[src/rtl/game_pkg.sv]
// Shared state encodings and pacing arithmetic for the game run-control engine.
package game_pkg;

   typedef enum logic [1:0] {
      ST_IDLE  = 2'd0,
      ST_RUN   = 2'd1,
      ST_PAUSE = 2'd2,
      ST_OVER  = 2'd3
   } state_t;

   // Step period for a level, floored at the minimum; 64-bit so it never underflows.
   function automatic logic [63:0] period_of(
      input logic [63:0] lvl,
      input logic [63:0] base,
      input logic [63:0] min_clk,
      input logic [63:0] stp
   );
      logic [63:0] red;
      red = lvl * stp;
      if (red + min_clk >= base)
         return min_clk;
      return base - red;
   endfunction

   function automatic logic [63:0] max_level(
      input logic [63:0] base,
      input logic [63:0] min_clk,
      input logic [63:0] stp,
      input int          lw
   );
      logic [63:0] cap;
      logic [63:0] lim;
      cap = (64'd1 << lw) - 64'd1;
      if (base <= min_clk)
         lim = '0;
      else if (stp == '0)
         lim = cap;
      else
         lim = (base - min_clk) / stp;
      return (lim > cap) ? cap : lim;
   endfunction

endpackage

[src/rtl/game_sequencer_tick_divider.sv]
// Programmable modulus counter; the >= terminal test keeps it safe when the
// period shrinks below the current count.
module tick_divider #(
   parameter int WIDTH = 24
) (
   input  logic             clk,
   input  logic             rst,
   input  logic             en,
   input  logic             clr,
   input  logic [WIDTH-1:0] period,
   output logic             tick
);

   logic [WIDTH-1:0] cnt;
   logic             term;

   assign term = ({1'b0, cnt} + {{WIDTH{1'b0}}, 1'b1}) >= {1'b0, period};
   assign tick = en & ~clr & term;

   always_ff @(posedge clk) begin
      if (rst || clr)
         cnt <= '0;
      else if (en)
         cnt <= term ? '0 : cnt + WIDTH'(1);
   end

endmodule

[src/rtl/game_sequencer.sv]
// Run-control FSM, level-paced step divider, saturating score/level and
// seed capture for food placement.
module game_sequencer #(
   parameter int TICK_BASE_CLK    = 12000000,
   parameter int TICK_MIN_CLK     = 3000000,
   parameter int SPEED_STEP_CLK   = 1000000,
   parameter int POINTS_PER_LEVEL = 5,
   parameter int SCORE_WIDTH      = 10,
   parameter int LEVEL_WIDTH      = 4,
   parameter int RAND_WIDTH       = $clog2(TICK_BASE_CLK)
) (
   input  logic                   clk,
   input  logic                   rst,
   input  logic                   start,
   input  logic                   pause,
   input  logic                   food_eaten,
   input  logic                   collision,
   output logic                   step,
   output logic [1:0]             state,
   output logic [SCORE_WIDTH-1:0] score,
   output logic [LEVEL_WIDTH-1:0] level,
   output logic [RAND_WIDTH-1:0]  seed
);

   import game_pkg::*;

   localparam int PW  = $clog2(TICK_BASE_CLK + 1);
   localparam int PLW = (POINTS_PER_LEVEL > 1) ? $clog2(POINTS_PER_LEVEL) : 1;

   localparam logic [LEVEL_WIDTH-1:0] MAX_LEVEL = LEVEL_WIDTH'(max_level(
      64'(TICK_BASE_CLK), 64'(TICK_MIN_CLK), 64'(SPEED_STEP_CLK), LEVEL_WIDTH));

   localparam logic [PLW-1:0] PL_LAST = PLW'(POINTS_PER_LEVEL - 1);
   localparam logic [RAND_WIDTH-1:0] RND_LAST = RAND_WIDTH'(TICK_BASE_CLK - 1);

   state_t          st;
   logic            run;
   logic            tick;
   logic [PW-1:0]   period;
   logic [PLW-1:0]  plvl;
   logic [RAND_WIDTH-1:0] rnd;

   assign run   = (st == ST_RUN);
   assign state = st;

   assign period = PW'(period_of(64'(level), 64'(TICK_BASE_CLK),
                                 64'(TICK_MIN_CLK), 64'(SPEED_STEP_CLK)));

   tick_divider #(
      .WIDTH(PW)
   ) u_div (
      .clk    (clk),
      .rst    (rst),
      .en     (run),
      .clr    (start),
      .period (period),
      .tick   (tick)
   );

   always_ff @(posedge clk) begin
      if (rst)
         rnd <= '0;
      else
         rnd <= (rnd == RND_LAST) ? '0 : rnd + RAND_WIDTH'(1);
   end

   always_ff @(posedge clk) begin
      if (rst) begin
         st    <= ST_IDLE;
         step  <= 1'b0;
         score <= '0;
         level <= '0;
         plvl  <= '0;
         seed  <= '0;
      end else begin
         // No strobe on any edge that leaves RUN or restarts the game.
         step <= tick & ~start & ~collision & ~pause;
         if (start) begin
            st    <= ST_RUN;
            score <= '0;
            level <= '0;
            plvl  <= '0;
            seed  <= rnd;
         end else begin
            unique case (st)
               ST_RUN: begin
                  if (collision) begin
                     st <= ST_OVER;
                  end else if (pause) begin
                     st <= ST_PAUSE;
                  end else if (food_eaten) begin
                     seed <= rnd;
                     if (score != '1)
                        score <= score + SCORE_WIDTH'(1);
                     if (plvl == PL_LAST) begin
                        plvl <= '0;
                        if (level < MAX_LEVEL)
                           level <= level + LEVEL_WIDTH'(1);
                     end else begin
                        plvl <= plvl + PLW'(1);
                     end
                  end
               end
               ST_PAUSE: begin
                  if (pause)
                     st <= ST_RUN;
               end
               default: ;
            endcase
         end
      end
   end

endmodule

[config.mk]
export PLATFORM = sky130hd
export DESIGN_NAME = game_sequencer
export DESIGN_NICKNAME = d
export VERILOG_FILES = /design/src/rtl/game_pkg.sv /design/src/rtl/game_sequencer_tick_divider.sv /design/src/rtl/game_sequencer.sv
export SDC_FILE = /design/constraint.sdc
export NUM_CORES = 1
export LEC_CHECK = 0
export CAP_MARGIN = 20
export CORE_ASPECT_RATIO = 0.9
export CORE_MARGIN = 1.5
export CORE_UTILIZATION = 40
export DETAILED_ROUTE_END_ITERATION = 12
export PLACE_DENSITY = 0.58
export SLEW_MARGIN = 20
export SYNTH_ARGS = -nofsm -noshare
export SYNTH_HDL_FRONTEND = slang
export SYNTH_HIERARCHICAL = 1
export SYNTH_SLANG_ARGS = --single-unit
[constraint.sdc]
create_clock -name clk -period 5 [get_ports clk]
set_clock_uncertainty 0.1 [all_clocks]
set_input_delay 1 -clock clk [delete_from_list [all_inputs] [get_ports clk]]
set_output_delay 1 -clock clk [all_outputs]
set_load 0.03 [all_outputs]
# Yosys cells after proc, flatten, opt, wreduce, memory -nomap -nowiden
# Index checks and enable logic that the tools add are counted.
classes:
  addsub: 8
  multipliers: 1
  order_cmp: 3
  n_eq_ne: 11
  muxes: 15
  n_bitwise: 8
  n_reduce_logical: 13
ops:
  columns: ["operator", "n"]
  rows:
  - ["24-bit two-way mux", 8]
  - ["24-bit by 1-bit adder with 24-bit output (second input constant)", 2]
  - ["24-bit by 1-bit adder with 25-bit output (second input constant)", 1]
  - ["24-bit by 22-bit adder with 25-bit output (second input constant)", 1]
  - ["25-bit by 24-bit greater-or-equal comparator with 1-bit output", 1]
  - ["25-bit by 24-bit greater-or-equal comparator with 1-bit output (second input constant)", 1]
  - ["24-bit == test (second input constant)", 1]
  - ["24-bit subtractor (first input constant)", 1]
  - ["4-bit by 14-bit multiplier with 18-bit output (second input constant)", 1]
  - ["10-bit by 1-bit adder with 10-bit output (second input constant)", 1]
  - ["10-bit inequality test (second input constant)", 1]
  - ["4-bit AND reduction", 2]
  - ["2-bit two-way mux", 3]
  - ["2-bit inequality test (second input constant)", 3]
  - ["3-bit inequality test (second input constant)", 2]
  - ["3-bit AND reduction", 2]
  - ["6-bit AND reduction", 1]
  - ["2-bit nonzero test", 3]
  - ["1-bit AND", 5]
  - ["5-bit AND reduction", 1]
  - ["4-bit by 1-bit adder with 4-bit output (second input constant)", 1]
  - ["4-bit less-than comparator (second input constant)", 1]
  - ["4-bit inequality test (second input constant)", 1]
  - ["2-bit one-hot mux with 2 select lines", 1]
  - ["other kinds (10)", 14]
totals:
  ff_bits: 92
  output_inout_bits: 41
  word_cells: 68

# Depth between registers and ports, before layout
depth:
  ltp_word: 10
  ltp_mapped: 24

# By module
# The synthesis kept the hierarchy.
by_module_without_submodules:
  columns: ["mod", "instances", "cells_per_inst", "area_each_um2", "seq_area_each_um2"]
  rows:
  - ["game_sequencer", 1, 471, 4100.2, 1361.3]
  - ["tick_divider", 1, 224, 1881.8, 480.5]

# Worst setup path after synthesis
# No wires, ideal clock.
synth_path:
  path_type: "reg2reg"
  start: "register level[1]"
  end: "register u_div.cnt[22]"
  t_arrival_ns: 5.550
  required_ns: 4.825
  path_slack_ns: -0.724
  stages_incl_launch_ff: 25
  path_buffers: 2
  period_less_slack_ns: 5.724
  path_cell_list: "dfxtp_1 -> inv_1 -> ha_1 -> inv_1 -> fa_1 -> inv_1 -> fa_1 -> nand2b_1 -> a21oi_1 -> mux2i_1 -> and3_1 -> mux2i_1 -> o22a_1 -> buf_6 -> nand3_1 -> inv_1 -> ha_1 -> and4_1 -> nor4bb_1 -> a221oi_2 -> o311ai_1 -> nor4b_4 -> buf_6 -> a21oi_1 -> o22ai_1"
synth_between:
  elab_chain_cells: 7
  elab_cells_between_ends: 8
  classes_between: "add/sub: 2; mul: 1; order compare: 2; mux: 3"
synth_rtl:
  columns: ["item", "line", "source"]
  rows:
  - ["start, declared", "game_sequencer.sv:21", "output logic [LEVEL_WIDTH-1:0] level,"]
  - ["start signal, assigned", "game_sequencer.sv:98", "level <= level + LEVEL_WIDTH'(1);"]
  - ["4-bit by 14-bit multiplier with 18-bit output *", "game_pkg.sv:19", "red = lvl * stp;"]
  - ["24-bit by 22-bit adder with 25-bit output", "game_pkg.sv:20", "if (red + min_clk >= base)"]
  - ["25-bit by 24-bit greater-or-equal comparator with 1-bit output", "game_pkg.sv:20", null]
  - ["1-bit two-way mux", "game_pkg.sv:20", null]
  - ["24-bit two-way mux *", "game_pkg.sv:22", "return base - red;"]
  - ["named net period[15]", "game_sequencer.sv:39", "logic [PW-1:0] period;"]
  - ["25-bit by 24-bit greater-or-equal comparator with 1-bit output *", "game_sequencer_tick_divider.sv:17", "assign term = ({1'b0, cnt} + {{WIDTH{1'b0}}, 1'b1}) >= {1'b0, period};"]
  - ["24-bit two-way mux *", "game_sequencer_tick_divider.sv:24", "cnt <= term ? '0 : cnt + WIDTH'(1);"]
  - ["end signal, assigned", "game_sequencer_tick_divider.sv:24", null]
  - ["end, declared", "game_sequencer_tick_divider.sv:14", "logic [WIDTH-1:0] cnt;"]
# Mark *: on every way through the listed nets, which the timed path passes. The rest lies on a longest branch.
# A chain may end at the register's enable or synchronous reset.

# Final worst setup path
# Same ends and word-level chain as after synthesis.

==> qor.txt <==
actual slew at the worst max-slew pin -> 1.03 ns
Max IR drop VDD -> 157 uV
CP required -> 5.16 ns
met3 WL post-DR -> 757 um
Residual DRC -> 0
final net count -> 856
path type of the worst min-delay path -> flip-flop to flip-flop
Core Region -> 14700 um^2
clk_lat worst skew -> 0.35 ns
Inst Count DP -> 966
clk root buf -> clkbuf_16
Clock H-tree levels -> 3
WHS -> 0.392 ns
Crit path max-delay family -> adder cells
CTS sink cnt -> 92
CP max FO -> 8
status -> finished with violations
wire length on met2 -> 7.03 mm
post-synth top area share -> 30.8%
Post-synth EDFFs -> 0
top-count cell post-synth -> dfxtp_1
dpl hpwl -> 11.1 mm
Port Buf Inserts -> 46
commonest cells in the netlist -> dfxtp_1, nor2_1, ha_1, nand2_1, inv_1
Syn Area/Cell -> 8.61 um^2
register area share after synthesis -> 30.8%
failing checks -> negative setup slack
clk buf depth -> 2
post-route ant nets -> 0
Adder-Cell Fraction of Synth Area -> 12.9%
layout cells sized above 1 -> 18.2%
RSZ-0062 raised after global routing -> true
Distinct cells, synth -> 65
Post-synth top flop -> dfxtp_1
wire per inst -> 15.3 um
Area contributors post-synth -> dfxtp_1, ha_1, nor2_1
crit path kind -> flip-flop to flip-flop
synthesized area -> 5980 um^2
fin. max-slew vios -> 0
clock-pin slew on the worst setup and hold paths -> 0.08 ns
TritonRoute pass-1 iters -> 5
global-route wire length before repair -> 26.1 mm
RD Place Congestion -> 0.844
Ports -> 47
first-iteration detailed-routing DRC count -> 289
PwrDens -> 194 nW/um^2
WL final -> 15.2 mm
critical path endpoint category -> flip-flop
CP arrival -> 5.55 ns
WP buf/inv -> 8
fraction of registers with async set/reset -> 0%
largest net degree at the start of global routing -> 26
final hold vios -> 0
Area Growth Syn to Fin -> 29.4%
via/cell ratio -> 5.37
crit path time final -> 5.38 ns
Synth Area in Simple Gates -> 23.1%
main combinational cell family by area after synthesis -> simple AND/OR/NAND/NOR gates
cts bufs inserted -> 9
Synth Instances -> 695
mux share of post-synthesis cell area -> 4.69%
CTS tree -> done
Yosys reg bits -> 92
crit path max-delay cell type -> fa_1
Final Cycle Share -> 108%
cts-stage hold buffer count -> 0
row cnt -> 42
Max Used Layer -> met4
slowest stage delay, CP -> 0.53 ns
Die Footprint -> 15700 um^2
final setup vio count -> 25
Post-Synth XOR/XNOR Area -> 10.7%
Synth Area in Compound Gates -> 12.8%
die height -> 119 um
maxcap violations -> 0
M1 WL -> 7.28 mm
number of global-route vias before repair -> 5303
post-route setup slack -> -0.384 ns
Initial Util -> 40.8%
GR Overflow Total -> 0
DR vias -> 5351
Max-slew headroom -> 31.5%
Leakage -> 3.14 nW
initial antenna violation count -> 1
GRT Overall Usage -> 20.3%
Final Instance Count excl. Fillers -> 996
die extent in x -> 132 um
most area-hungry cell type in the Yosys netlist -> dfxtp_1
Yosys Warn Count -> 6
Max Freq -> 186 MHz
startpoint class of the critical path -> flip-flop
sequential cells by signal (all words and copies together), names as in the netlist:
name and cells:
rnd 24, plvl 3, seed 24, state 2
level 4, u_div/cnt 24, step 1, score 10
kinds of logic (layout without fill, tap and decap cells):
kind of cell / Yosys count / after routing
buffers and inverters: 69 / 165
flip-flops: 92 / 92
AND/OR/NAND/NOR: 270 / 271
AO/OA/AOI/OAI: 107 / 107
XOR/XNOR: 69 / 69
multiplexers: 28 / 28
adder cells (fa/ha/maj): 59 / 59
other: 1 / 7
worst reg2reg max path, cell delays in order (launching register included):
cell and delay [ns]:
dfxtp_4 0.39, inv_4 0.04, ha_1 0.27, inv_1 0.05, fa_1 0.53, inv_1 0.07, fa_2 0.40, xor2_4 0.21
buf_4 0.14, nand2_2 0.09, o2bb2ai_2 0.09, o21a_1 0.21, a211oi_4 0.34, nand4_4 0.20, buf_6 0.17, and3_1 0.16
inv_1 0.06, ha_1 0.25, nand4_1 0.17, nor4bb_4 0.08, a221oi_2 0.27, o311ai_2 0.19, nor4b_4 0.30, buf_6 0.17
buf_6 0.14, a21oi_1 0.08, o22ai_1 0.13
layout by cell type (no fill, tap or decap), drive strengths merged, types with 9 or more instances in the layout:
| master | netlist | routed |
|---|---|---|
| mux2i | 28 | 28 |
| ha | 53 | 53 |
| clkdlybuf4s50 | 0 | 46 |
| nor2 | 88 | 88 |
| a21oi | 27 | 27 |
| dfxtp | 92 | 92 |
| xnor2 | 36 | 36 |
| nand4 | 13 | 14 |
| buf | 9 | 56 |
| nand3 | 39 | 39 |
| o21ai | 20 | 20 |
| and3 | 22 | 22 |
| clkbuf | 13 | 9 |
| nand2 | 52 | 52 |
| inv | 47 | 52 |
| nand2b | 11 | 11 |
| a32o | 17 | 17 |
| xor2 | 33 | 33 |
routing by layer:
metal / vias up / track usage (%)
met5: - / 0
met2: 107 / 32.9
met4: 0 / 5.56
li1: 2636 / -
met1: 2595 / 27.4
met3: 13 / 4.09
metrics by stage:
step | power (W) | util, % | TNS (ns) | area (um^2) | setup WS (ns)
4_1_cts | 0.00153 | 52.5 | -6.61 | 7690 | -0.314
2_1_floorplan | 0.000804 | - | -3.12 | 6070 | -0.169
3_3_place_gp | 0.000827 | 48.0 | -8.63 | 7030 | -0.443
3_5_place_dp | 0.000830 | 48.0 | -11.21 | 7030 | -0.567
6_report | 0.00150 | 52.8 | -7.69 | 7740 | -0.384
5_1_grt | 0.00156 | 52.8 | -15.39 | 7740 | -0.672
report_power, final:
| part | leakage [nW] | internal, W | switching, W |
|---|---|---|---|
| Sequential | 0.745 | 0.000736 | 0.00000511 |
| Clock | 0.145 | 0.000356 | 0.000332 |
| Combinational | 2.25 | 0.0000284 | 0.0000470 |
| Total | 3.14 | 0.00112 | 0.000384 |
path summary, 6_finish.rpt:
| kind | from | endpoint | slack, ns | depth (start not counted) |
|---|---|---|---|---|
| worst max register to register | level[1] | u_div/cnt[22] | -0.38 | 26 |
| worst max-delay path | level[1] | u_div/cnt[22] | -0.38 | 26 |
| worst min-delay path | seed[8] | seed[8] | 0.39 | 2 |
| worst min register to register | seed[8] | seed[8] | 0.39 | 2 |
what timing repair did:
| action | 4_1_cts | 5_1_grt |
|---|---|---|
| cloned | 2 | 0 |
| pin swaps | 16 | 0 |
| gates resized for setup | 46 | 6 |
| buffers inserted | 11 | 0 |
| setup endpoints to repair | 25 | 25 |
final cells by class:
class	count	area, um^2
Clock buffer	9	225
Sequential cell	92	1850
Multi-Input combinational cell	540	4220
Clock inverter	7	75.1
Timing Repair Buffer	102	941
Tap cell	198	248
Inverter	47	179
Fill cell	1340	6920
Antenna cell	1	2.50
(Power assumes the default switching activity.)
